File: src/rtl/multi_trigger.sv
// multi_trigger: runs rounds of actor launches until a round executes nothing.
// A round launches every selected actor once, waits for all of them to report
// done, then relaunches if any actor returned EXECUTED_CODE. In actor-trigger
// mode a busy network postpones the finish through a backoff delay.
module multi_trigger #(
  parameter int unsigned NUM_ACTORS    = 4,
  parameter int unsigned MODE          = 0,
  parameter logic [31:0] EXECUTED_CODE = 32'd1,
  parameter int unsigned SLEEP_CYCLES  = 8
) (
  input  logic                     ap_clk,
  input  logic                     ap_rst,
  input  logic                     ap_start,
  output logic                     ap_done,
  output logic                     ap_ready,
  output logic                     ap_idle,
  input  logic                     network_idle,
  input  logic [NUM_ACTORS-1:0]    actor_enable,
  input  logic [32*NUM_ACTORS-1:0] actor_return,
  input  logic [NUM_ACTORS-1:0]    actor_done,
  input  logic [NUM_ACTORS-1:0]    actor_ready,
  input  logic [NUM_ACTORS-1:0]    actor_idle,
  input  logic [NUM_ACTORS-1:0]    actor_launch_predicate,
  output logic [NUM_ACTORS-1:0]    actor_start,
  output logic [31:0]              round_count
);

  typedef enum logic [2:0] {
    ST_STAND_BY,
    ST_LAUNCH,
    ST_WAIT,
    ST_BACKOFF,
    ST_DONE
  } state_t;

  state_t                     state_q;
  logic [NUM_ACTORS-1:0]      pend_start_q, pend_done_q;
  logic                       exec_any_q;
  logic [31:0]                sleep_q;
  logic [31:0]                round_q;

  logic [NUM_ACTORS-1:0][31:0] ret;
  logic [NUM_ACTORS-1:0]       ret_hit;
  logic [NUM_ACTORS-1:0]       sel;
  logic [NUM_ACTORS-1:0]       pend_start_d, pend_done_d;
  logic                        sel_idle;
  logic                        exec_hit;
  state_t                      after_round;

  assign ret = actor_return;

  // Per-actor compare of the returned code against the "executed" value.
  for (genvar i = 0; i < NUM_ACTORS; i++) begin : g_lane
    assign ret_hit[i] = (ret[i] == EXECUTED_CODE);
  end

  // Launch selection, completion bookkeeping and the round-end decision.
  always_comb begin
    sel          = actor_enable & ((MODE == 0) ? {NUM_ACTORS{1'b1}} : actor_launch_predicate);
    sel_idle     = &(actor_idle | ~sel);
    exec_hit     = |(actor_done & pend_done_q & ret_hit);
    pend_start_d = pend_start_q & ~actor_ready;
    pend_done_d  = pend_done_q & ~actor_done;
    // Any execution means more work may be queued: go straight to another round.
    if (exec_any_q)
      after_round = ST_LAUNCH;
    else if ((MODE == 0) && !network_idle)
      after_round = (SLEEP_CYCLES == 0) ? ST_LAUNCH : ST_BACKOFF;
    else
      after_round = ST_DONE;
  end

  // Round sequencer; async reset drops all pending work immediately.
  always_ff @(posedge ap_clk or posedge ap_rst) begin
    if (ap_rst) begin
      state_q      <= ST_STAND_BY;
      pend_start_q <= '0;
      pend_done_q  <= '0;
      exec_any_q   <= 1'b0;
      sleep_q      <= '0;
      round_q      <= '0;
    end else begin
      case (state_q)
        ST_STAND_BY: begin
          if (ap_start) begin
            state_q    <= ST_LAUNCH;
            round_q    <= '0;
            exec_any_q <= 1'b0;
          end
        end
        ST_LAUNCH: begin
          if (sel == '0) begin
            // Nothing selected: an empty round that executed nothing.
            round_q    <= round_q + 32'd1;
            exec_any_q <= 1'b0;
            sleep_q    <= 32'(SLEEP_CYCLES);
            state_q    <= after_round;
          end else if (sel_idle) begin
            pend_start_q <= sel;
            pend_done_q  <= sel;
            state_q      <= ST_WAIT;
          end
        end
        ST_WAIT: begin
          if (pend_done_q == '0) begin
            round_q      <= round_q + 32'd1;
            exec_any_q   <= 1'b0;
            sleep_q      <= 32'(SLEEP_CYCLES);
            pend_start_q <= '0;
            state_q      <= after_round;
          end else begin
            pend_start_q <= pend_start_d;
            pend_done_q  <= pend_done_d;
            if (exec_hit) exec_any_q <= 1'b1;
          end
        end
        ST_BACKOFF: begin
          if (sleep_q == 32'd1) state_q <= ST_LAUNCH;
          sleep_q <= sleep_q - 32'd1;
        end
        ST_DONE: state_q <= ST_STAND_BY;
        default: state_q <= ST_STAND_BY;
      endcase
    end
  end

  assign actor_start = (state_q == ST_WAIT) ? pend_start_q : '0;
  assign ap_idle     = (state_q == ST_STAND_BY);
  assign ap_done     = (state_q == ST_DONE);
  assign ap_ready    = (state_q == ST_DONE);
  assign round_count = round_q;

endmodule

File: config.mk
export PLATFORM = sky130hd
export DESIGN_NAME = multi_trigger
export DESIGN_NICKNAME = d
export VERILOG_FILES = /design/src/rtl/multi_trigger.sv
export SDC_FILE = /design/constraint.sdc
export NUM_CORES = 1
export LEC_CHECK = 0
export CORE_MARGIN = 1
export CORE_UTILIZATION = 30
export CTS_BUF_LIST = sky130_fd_sc_hd__clkbuf_4 sky130_fd_sc_hd__clkbuf_8
export DETAILED_ROUTE_END_ITERATION = 10
export PLACE_DENSITY = 0.66
export SLEW_MARGIN = 25
export SYNTH_ARGS = -nofsm -noshare
export SYNTH_HDL_FRONTEND = slang
export SYNTH_SLANG_ARGS = --single-unit
File: constraint.sdc
create_clock -name ap_clk -period 6.8 [get_ports ap_clk]
set_clock_uncertainty 0.1 [all_clocks]
set_input_delay 1.36 -clock ap_clk [delete_from_list [all_inputs] [get_ports ap_clk]]
set_output_delay 1.36 -clock ap_clk [all_outputs]
set_load 0.02 [all_outputs]
# Word-level counts from Yosys, hierarchy flattened
# Index checks and enable logic that the tools add are counted.
totals:
  regBits: 76
  latch_bits: 0
  mem_bits_rw: 0
  romBits: 0
  in_bits: 152
  word_cells: 75
  mem_count: 0
op_classes:
  n_addsub: 2
  mul: 0
  n_div: 0
  order_cmp: 0
  n_eq_ne: 18
  n_shift: 0
  n_mux: 27
  n_bitwise: 8
  reduce_logical: 14
op_table:
  columns: ["op", "count"]
  rows:
  - ["$pmux 32 s3", 2]
  - ["$eq 32x1->1 const B", 5]
  - ["$mux 32", 5]
  - ["$add 32x1->32 const B", 1]
  - ["$sub 32x1->32 const B", 1]
  - ["$mux 3", 7]
  - ["$mux 4", 5]
  - ["$reduce_and 4->1", 5]
  - ["$and 4x4->4", 4]
  - ["$pmux 4 s2", 2]
  - ["$ne 2x2->1 const B", 7]
  - ["$not 4->4", 3]
  - ["$pmux 3 s4", 1]
  - ["$logic_not 4->1", 2]
  - ["$eq 3x2->1 const B", 2]
  - ["$ne 3x3->1 const B", 2]
  - ["$reduce_and 3->1", 2]
  - ["$reduce_bool 3->1", 2]
  - ["$mux 1", 4]
  - ["$or 4x4->4", 1]
  - ["$reduce_or 4->1", 1]
  - ["$eq 3x1->1 const B", 1]
  - ["$eq 3x3->1 const B", 1]
  - ["$logic_not 3->1", 1]
  - ["other kinds (2)", 2]

# Logic depth before layout (Yosys ltp)
# Gate-level depths: netlist of run 1.
logic_depth:
  word_depth: 6
  depth_mapped: 9

# Least setup slack after synthesis of run 1
# Ideal clock, no wire load.
synth_path:
  kind: "register to output"
  start: "register state_q[2]"
  end: "output ap_ready"
  t_arrival_ps: 1685
  path_slack_ps: 3655
  path_stages_with_launch: 6
  cell_sequence: "dfrtp_1 > clkbuf_1 > inv_1 > clkbuf_1 > nor3_1 > buf_4"
synth_between:
  elab_chain_cells: 1
synth_rtl:
  columns: ["item", "line", "source"]
  rows:
  - ["start: declaration", "36", "state_t state_q;"]
  - ["start signal: assignment", "97", "state_q <= after_round;"]
  - ["start signal: assignment", "110", "state_q <= after_round;"]
  - ["$eq 3x3->1", null, null]
  - ["end: declaration", "15", "output logic ap_ready,"]
# Every way passes these cells.

# Worst setup path in the final report of run 1
layout_path:
  start: "input actor_enable[2]"
  end: "register sleep_q[19]"
layout_between:
  elab_chain_cells: 3
layout_rtl:
  columns: ["item", "line", "source"]
  rows:
  - ["start: declaration", "18", "input logic [NUM_ACTORS-1:0] actor_enable,"]
  - ["$logic_not 4->1", "92", "if (sel == '0) begin"]
  - ["$ne 2x2->1 (no source line)", null, null]
  - ["$reduce_and 3->1 (no source line)", null, null]
  - ["end signal: assignment", "96", "sleep_q <= 32'(SLEEP_CYCLES);"]
  - ["end signal: assignment", "108", "sleep_q <= 32'(SLEEP_CYCLES);"]
  - ["end signal: assignment", "119", "sleep_q <= sleep_q - 32'd1;"]
  - ["end: declaration", "39", "logic [31:0] sleep_q;"]
# Every way passes these cells.
# A chain may end at the register's enable or synchronous reset.

==> results.sh, run 1 <==
export IMPL_outcome="finished with violations"
export IMPL_violations="design-rule violations"
export IMPL_cts_hold_buf=0
export IMPL_reg2reg_slack_ns=4.08
export IMPL_cts_buffers=9
export IMPL_htree_levels=3
export IMPL_synth_area_leaders="dfrtp_1, o31ai_1, or4_1, nor4_1, a21oi_1"
export IMPL_placed_cells=854
export IMPL_final_common_cell="clkdlybuf4s50_1"
export IMPL_yosysTopAreaCell="dfrtp_1"
export IMPL_maxCapViolCount=0
export IMPL_grt_pass1_wl_mm=23.5
export IMPL_crit_buf_inv=1
export IMPL_rows=44
export IMPL_synth_distinct_cells=57
export IMPL_drt_iter0_markers=370
export IMPL_wire_per_inst_um=16.7
export IMPL_synth_top_area_share_pct=41.6
export IMPL_avgSynthCellArea_um2=9.04
export IMPL_viasPerCell=5.56
export IMPL_combPwrFrac_pct=45.4
export IMPL_first_global_vias=4826
export IMPL_nets=836
export IMPL_holdCritPathClass="reg2reg"
export IMPL_final_cell_mix="clkdlybuf4s50_1, dfrtp_1, nand2_1"
export IMPL_die_w_um=125
export IMPL_max_vdd_ir_drop_mv=0.118
export IMPL_p_leak_nw=2.53
export IMPL_rsz0062_at_grt="false"
export IMPL_crit_slowest_cell="or4_1"
export IMPL_timing_final_setup_violations=0
export IMPL_io_buffers=186
export IMPL_swShare_pct=42.4
export IMPL_cp_slowest_stage_delay_ns=0.60
export IMPL_path_delay_family="simple AND/OR/NAND/NOR gates"
export IMPL_instances_no_fill=868
export IMPL_relSlewSlack_pct=34.2
export IMPL_critPathKind="in2reg"
export IMPL_synth_edf_count=0
export IMPL_p_seq_share_pct=35.8
export IMPL_drt_wl_total_mm=14.5
export IMPL_drive_gt1_share_pct=4.82
export IMPL_cp_data_required_time_ns=6.97
export IMPL_period_needed_ns=3.84
export IMPL_diodes=0
export IMPL_utilization_pct=46.3
export IMPL_antenna_found_initial=0
export IMPL_clk_pin_slew_ns=0.07
export IMPL_finalSetupTns_ns=0
export IMPL_grt_max_degree=77
export IMPL_finalHoldViolations=0
export IMPL_insertion_delay_ns=0.35
export IMPL_die_y_um=125
export IMPL_routabilityCongestion=0.812
export IMPL_dpl_cell_area_um2=6590
export IMPL_drcViolationCount=3
export IMPL_final_area_um2=6810
export IMPL_initial_utilization_pct=31.1
export IMPL_dr_pass1_iters=8
export IMPL_syn_num_nets=661
export IMPL_ys_seq_elements=76
export IMPL_cp_start_kind="input port"
export IMPL_maxSlewViolCount=0
export IMPL_io_pins=191
export IMPL_ctsResizeCount=0
export IMPL_max_freq_mhz=260
export IMPL_power_switching_mw=0.865
export IMPL_cp_arrival_ns=4.01
export IMPL_tritoncts="done"
export IMPL_cts_setup_buffers=0
export IMPL_crit_fanout=19
export IMPL_finalPower_mw=2.04
export IMPL_syn_inst=506
export IMPL_seq_area_frac_synth_pct=41.6
export IMPL_place_hpwl_mm=11.1
export IMPL_num_vias=4824
export IMPL_grt_overflow_total=0
export IMPL_area_delta_synth_final_pct=48.9
export IMPL_p_int_mw=1.17
export IMPL_synth_flop_cell="dfrtp_1"
export IMPL_crit_path_end_kind="flop"
export IMPL_cts_sinks=76
export IMPL_tightestPinTransition_ns=0.974
export IMPL_syn_area_um2=4570
export IMPL_max_clock_path_buffers=2
export IMPL_track_usage_pct=18.5
export IMPL_async_flop_share_pct=100
export IMPL_die_area_um2=15700
export IMPL_yosysWarnings=0
export IMPL_power_density_nw_per_um2=300
export IMPL_p_clk_share_pct=18.8
export IMPL_cts_root_buf="clkbuf_8"
export IMPL_layout_worst_path_cycle_share_pct=56.5
export IMPL_core_um2=14700
export IMPL_crit_chain="clkdlybuf4s50_1 -> nor4_4 -> o21ai_2 -> a21o_1 -> or4_1 -> a21oi_1"
export IMPL_antenna_left=0
path summary, 6_finish.rpt:
kind | start | endpoint | cells after the start
worst max-delay path | actor_enable[2] | sleep_q[19] | 6
worst min-delay path | pend_start_q[3] | pend_start_q[3] | 1
worst max register to register | pend_done_q[3] | sleep_q[19] | 5
worst min register to register | pend_start_q[3] | pend_start_q[3] | 1
max in group asynchronous | ap_rst | pend_done_q[3] | 3
min in group asynchronous | ap_rst | sleep_q[11] | 3
per-stage QoR:
stage	worst slack (ns)	hold WS [ns]
6_report	2.96	0.401
5_1_grt	2.88	0.433
4_1_cts	3.01	0.397
3_5_place_dp	2.64	0.381
3_3_place_gp	2.72	0.381
2_1_floorplan	3.40	0.358
power groups by stage:
stage | clock (mW) | combinational [mW] | sequential [mW]
2_1_floorplan | 0 | 0.616 | 0.719
3_3_place_gp | 0 | 0.894 | 0.727
3_5_place_dp | 0 | 0.924 | 0.736
4_1_cts | 0.389 | 0.926 | 0.729
5_1_grt | 0.411 | 1.03 | 0.754
6_report | 0.384 | 0.925 | 0.730
registers in the layout (all words and copies together) (netlist names):
name / count
pend_start_q: 4
state_q: 3
sleep_q: 32
exec_any_q: 1
pend_done_q: 4
round_count: 32
cells in the mapped netlist (4+ instances only):
cell,n
inv_1,11
or4_1,29
nand2_1,37
nor4b_1,7
o41ai_1,4
nor4_1,34
dfrtp_1,76
nor2b_1,5
buf_2,6
o31ai_1,35
nor3_1,7
nor2_1,33
or2_2,5
nand3_1,20
a21oi_1,35
or3_1,15
xnor2_1,10
mux2i_1,5
o21ai_0,25
a22o_1,8
nand4_1,12
and3_1,9
nand2b_1,10
a2111oi_0,4
clkbuf_1,15
cell type report:
cell class                      instances  area [µm²]
Clock buffer                           10         138
Clock inverter                          4        75.1
Fill cell                            1388        7890
Inverter                               11        41.3
Multi-Input combinational cell        394        2530
Sequential cell                        76        1900
Tap cell                              184         230
Timing Repair Buffer                  189        1890
routing by layer:
| metal | routed length, µm | up-vias | track usage, % |
|---|---|---|---|
| li1 | - | 2326 | - |
| met1 | 6040 | 2318 | 21.8 |
| met2 | 7510 | 165 | 33.7 |
| met3 | 674 | 15 | 3.47 |
| met4 | 242 | 0 | 5.74 |
| met5 | 0 | - | 0 |
cell families after synthesis:
| logic type | Yosys count | synth area share (%) |
|---|---|---|
| AO/OA/AOI/OAI | 136 | 20.4 |
| XOR/XNOR | 11 | 2.11 |
| adder cells (fa/ha/maj) | 3 | 0.821 |
| buffers and inverters | 36 | 3.20 |
| flip-flops | 76 | 41.6 |
| multiplexers | 5 | 1.09 |
| AND/OR/NAND/NOR | 239 | 30.8 |
Note: power is estimated with default switching activity, not from simulation.
==> run 2, diff against run 1 <==
--- a/config.mk
+++ b/config.mk
@@ -9,7 +9,7 @@
 export CORE_UTILIZATION = 30
 export CTS_BUF_LIST = sky130_fd_sc_hd__clkbuf_4 sky130_fd_sc_hd__clkbuf_8
 export DETAILED_ROUTE_END_ITERATION = 10
-export PLACE_DENSITY = 0.66
+export PLACE_DENSITY = 0.68
 export SLEW_MARGIN = 25
 export SYNTH_ARGS = -nofsm -noshare
 export SYNTH_HDL_FRONTEND = slang
==> constraint.sdc (replaced) <==
create_clock -name ap_clk -period 3.2 [get_ports ap_clk]
set_clock_uncertainty 0.1 [all_clocks]
set_input_delay 0.64 -clock ap_clk [delete_from_list [all_inputs] [get_ports ap_clk]]
set_output_delay 0.64 -clock ap_clk [all_outputs]
set_load 0.02 [all_outputs]
==> results.sh, run 2 (synthesis gave the netlist of run 1 again) <==
export IMPL_outcome="finished with violations"
export IMPL_violations="design-rule violations"
export IMPL_die_area_um2=15700
export IMPL_max_clock_path_buffers=2
export IMPL_final_cell_mix="clkdlybuf4s50_1, dfrtp_1, nand2_1"
export IMPL_final_area_um2=6930
export IMPL_cts_sinks=76
export IMPL_cp_start_kind="flop"
export IMPL_grt_pass1_wl_mm=23.6
export IMPL_crit_fanout=13
export IMPL_power_density_nw_per_um2=633
export IMPL_diodes=0
export IMPL_clk_pin_slew_ns=0.08
export IMPL_crit_path_end_kind="output port"
export IMPL_initial_utilization_pct=31.1
export IMPL_timing_final_setup_violations=0
export IMPL_min_path_cells=1
export IMPL_dpl_cell_area_um2=6730
export IMPL_cts_hold_buf=0
export IMPL_ctsResizeCount=0
export IMPL_tritoncts="done"
export IMPL_tightestPinTransition_ns=0.748
export IMPL_place_hpwl_mm=11.4
export IMPL_critPathKind="reg2out"
export IMPL_cp_data_required_time_ns=2.46
export IMPL_rsz0062_at_grt="false"
export IMPL_holdCritPathClass="reg2reg"
export IMPL_crit_slowest_cell="clkdlybuf4s50_1"
export IMPL_cp_slowest_stage_delay_ns=0.61
export IMPL_maxCapViolCount=0
export IMPL_area_delta_synth_final_pct=51.5
export IMPL_drt_wl_total_mm=14.6
export IMPL_ff2ff_path_depth=6
export IMPL_placed_cells=870
export IMPL_layout_worst_path_cycle_share_pct=88.5
export IMPL_track_usage_pct=18.7
export IMPL_dr_pass1_iters=8
export IMPL_num_vias=4922
export IMPL_whs_ns=0.400
export IMPL_instances_no_fill=886
export IMPL_grt_max_degree=53
export IMPL_cts_root_buf="clkbuf_8"
export IMPL_drt_iter0_markers=324
export IMPL_finalHoldViolations=0
export IMPL_max_freq_mhz=353
export IMPL_cts_setup_buffers=0
export IMPL_drcViolationCount=8
export IMPL_maxSlewViolCount=0
export IMPL_nets=852
export IMPL_final_common_cell="clkdlybuf4s50_1"
export IMPL_period_needed_ns=2.83
export IMPL_htree_levels=3
export IMPL_insertion_delay_ns=0.36
export IMPL_finalSetupTns_ns=0
export IMPL_grt_overflow_total=0
export IMPL_reg2reg_slack_ns=0.57
export IMPL_drive_gt1_share_pct=6.98
export IMPL_routabilityCongestion=0.896
export IMPL_crit_chain="nor2b_1 -> buf_4 -> and3_1 -> clkdlybuf4s50_1"
export IMPL_antenna_found_initial=0
export IMPL_wire_per_inst_um=16.5
export IMPL_die_w_um=125
export IMPL_utilization_pct=47.1
export IMPL_io_buffers=186
export IMPL_cts_buffers=9
export IMPL_first_global_vias=4770
export IMPL_antenna_left=0
export IMPL_relSlewSlack_pct=50.2
export IMPL_die_y_um=125
export IMPL_viasPerCell=5.56
export IMPL_rows=44
export IMPL_core_um2=14700
export IMPL_cp_arrival_ns=2.09
export IMPL_io_pins=191
export IMPL_p_leak_nw=2.61
export IMPL_max_vdd_ir_drop_mv=0.314
-- run 2: layout make-up --
class	instances	area, µm²
clock buffer	10	138
timing repair buffer	205	2030
tap	184	230
inverter	11	41.3
multi-input combinational	394	2520
sequential	76	1900
clock inverter	6	63.8
fill	1401	7770
-- run 2: path summary, 6_finish.rpt --
path,start,endpoint
worst max-delay path,state_q[1],actor_start[3]
min in group asynchronous,ap_rst,round_count[0]
worst min-delay path,pend_start_q[2],pend_start_q[2]
worst min register to register,pend_start_q[2],pend_start_q[2]
worst max register to register,round_count[0],round_count[18]
max in group asynchronous,ap_rst,pend_start_q[3]
-- run 2: report_power, final --
part           leakage (nW)  switching, mW  total [mW]  internal, mW
combinational          1.49           1.16        2.06         0.908
sequential             1.02          0.342        1.56          1.22
clock                0.0983          0.378       0.759         0.380
-- run 2: per-stage QoR --
step / power [mW] / setup slack (ns)
3_5_place_dp: 3.63 / 0.0826
4_1_cts: 4.40 / 0.339
2_1_floorplan: 2.84 / 0.522
6_report: 4.39 / 0.367
5_1_grt: 4.71 / 0.251
3_3_place_gp: 3.55 / 0.141
-- run 2: routing by layer --
layer	wire, µm	global-route usage (%)	part of all wire (%)
met2	7480	33.5	51
met5	0	0	0
met4	260	6.24	1.8
met1	6030	22.2	41
met3	875	3.94	6.0
-- run 2: critical path, delay by kind of cell, from the launching register on --
family                 cells  cell delay [ns]
buffers and inverters      2             0.77
flip-flops                 1             0.58
AND/OR/NAND/NOR            2             0.38
==> run 3, diff against run 2 <==
--- a/config.mk
+++ b/config.mk
@@ -5,11 +5,13 @@
 export SDC_FILE = /design/constraint.sdc
 export NUM_CORES = 1
 export LEC_CHECK = 0
+export CELL_PAD_IN_SITES_DETAIL_PLACEMENT = 0
+export CELL_PAD_IN_SITES_GLOBAL_PLACEMENT = 2
 export CORE_MARGIN = 1
-export CORE_UTILIZATION = 30
+export CORE_UTILIZATION = 23
 export CTS_BUF_LIST = sky130_fd_sc_hd__clkbuf_4 sky130_fd_sc_hd__clkbuf_8
 export DETAILED_ROUTE_END_ITERATION = 10
-export PLACE_DENSITY = 0.68
+export PLACE_DENSITY = 0.86
 export SLEW_MARGIN = 25
 export SYNTH_ARGS = -nofsm -noshare
 export SYNTH_HDL_FRONTEND = slang
==> results.sh, run 3 (synthesis gave the netlist of run 1 again) <==
export IMPL_outcome="completed"
export IMPL_max_vdd_ir_drop_mv=0.224
export IMPL_drt_iter0_markers=368
export IMPL_final_cell_mix="clkdlybuf4s50_1, dfrtp_1, nand2_1"
export IMPL_finalPower_mw=4.30
export IMPL_initial_utilization_pct=23.5
export IMPL_cts_setup_buffers=0
export IMPL_core_um2=19500
export IMPL_max_clock_path_buffers=2
export IMPL_drive_gt1_share_pct=6.59
export IMPL_critPathKind="reg2out"
export IMPL_path_delay_family="buffers and inverters"
export IMPL_final_common_cell="clkdlybuf4s50_1"
export IMPL_maxSlewViolCount=0
export IMPL_track_usage_pct=15.6
export IMPL_nets=849
export IMPL_place_hpwl_mm=12.1
export IMPL_relSlewSlack_pct=50.0
export IMPL_cp_arrival_ns=2.08
export IMPL_min_to="pend_start_q[2]"
export IMPL_die_w_um=143
export IMPL_ff2ff_path_depth=5
export IMPL_timing_final_setup_violations=0
export IMPL_maxCapViolCount=0
export IMPL_cts_hold_buf=0
export IMPL_r2r_end="sleep_q[29]"
export IMPL_min_path_cells=1
export IMPL_area_delta_synth_final_pct=52.8
export IMPL_dpl_cell_area_um2=6820
export IMPL_routabilityCongestion=0.815
export IMPL_crit_slowest_cell="dfrtp_1"
export IMPL_grt_max_degree=53
export IMPL_dr_pass1_iters=6
export IMPL_rows=51
export IMPL_utilization_pct=35.9
export IMPL_ctsResizeCount=0
export IMPL_cts_sinks=76
export IMPL_placed_cells=948
export IMPL_rsz0062_at_grt="false"
export IMPL_io_buffers=186
export IMPL_whs_ns=0.407
export IMPL_cp_start_kind="flop"
export IMPL_grt_pass1_wl_mm=24.8
export IMPL_clk_pin_slew_ns=0.08
export IMPL_crit_chain="nor2b_1 -> buf_4 -> and3_1 -> clkdlybuf4s50_1"
export IMPL_finalHoldViolations=0
export IMPL_cts_root_buf="clkbuf_8"
export IMPL_antenna_left=0
export IMPL_cp_data_required_time_ns=2.46
export IMPL_max_freq_mhz=355
export IMPL_drt_wl_total_mm=15.3
export IMPL_min_delay_start="pend_start_q[2]"
export IMPL_cts_buffers=9
export IMPL_drcViolationCount=0
export IMPL_wire_per_inst_um=15.9
export IMPL_grt_overflow_total=0
export IMPL_fin_ws_ns=0.385
export IMPL_power_density_nw_per_um2=615
export IMPL_io_pins=191
export IMPL_holdCritPathClass="reg2reg"
export IMPL_insertion_delay_ns=0.34
export IMPL_final_area_um2=6990
export IMPL_crit_path_end_kind="output port"
export IMPL_viasPerCell=5.05
export IMPL_crit_fanout=13
export IMPL_num_vias=4867
export IMPL_period_needed_ns=2.82
export IMPL_finalSetupTns_ns=0
export IMPL_htree_levels=3
export IMPL_tritoncts="done"
export IMPL_reg2reg_slack_ns=0.43
export IMPL_first_global_vias=4978
export IMPL_tightestPinTransition_ns=0.743
export IMPL_die_y_um=143
export IMPL_antenna_found_initial=1
export IMPL_r2r_start="pend_done_q[3]"
export IMPL_instances_no_fill=964
export IMPL_die_area_um2=20400
export IMPL_dp_slack_ns=0.146
export IMPL_crit_buf_inv=2
export IMPL_layout_worst_path_cycle_share_pct=88.0
export IMPL_cp_slowest_stage_delay_ns=0.61
export IMPL_p_leak_nw=2.58
==> run 3: changes by cell type in the layout (fill, tap and decap cells not counted), sizes merged <==
cell    change
buf         -3
bufinv      -1
diode       +1
==> run 3: worst reg2reg max path, cell delays in order (launching register included) <==
cell and delay, ns:
dfrtp_1 0.46, nor4_4 0.45, nand2_1 0.44, a21o_1 0.48, or4_1 0.57, a21oi_1 0.19
==> run 3: per-layer routing <==
metal / track usage, % / up-vias / wire (µm) / part of all wire [%]
met5: 0 / - / 0 / 0
met4: 4.81 / 0 / 210 / 1.4
met3: 2.95 / 12 / 854 / 5.6
met2: 28.7 / 184 / 8100 / 53
met1: 18.0 / 2314 / 6170 / 40
li1: - / 2357 / - / -
==> run 3: area by class of cell <==
type | count | area (µm²)
timing repair buffer | 202 | 2020
fill | 1969 | 12500
tap | 265 | 332
clock buffer | 10 | 131
multi-input combinational | 394 | 2530
clock inverter | 5 | 30.0
inverter | 11 | 41.3
antenna | 1 | 2.50
sequential | 76 | 1900
==> run 3: how the worst max path moves through the flow <==
stage	startpoint	endpoint	slack [ns]	depth (start not counted)
after floorplan	ap_rst	exec_any_q	0.52	1
after global placement	actor_enable[2]	pend_start_q[2]	0.19	6
after detailed placement	actor_enable[2]	sleep_q[29]	0.15	6
after CTS	state_q[2]	ap_ready	0.32	3
final	state_q[1]	actor_start[0]	0.38	4
after global routing	state_q[1]	actor_start[0]	0.23	4
==> run 3: report_power, final <==
group	switching (mW)	internal, mW
logic	1.19	0.910
clock network	0.351	0.282
registers	0.343	1.22
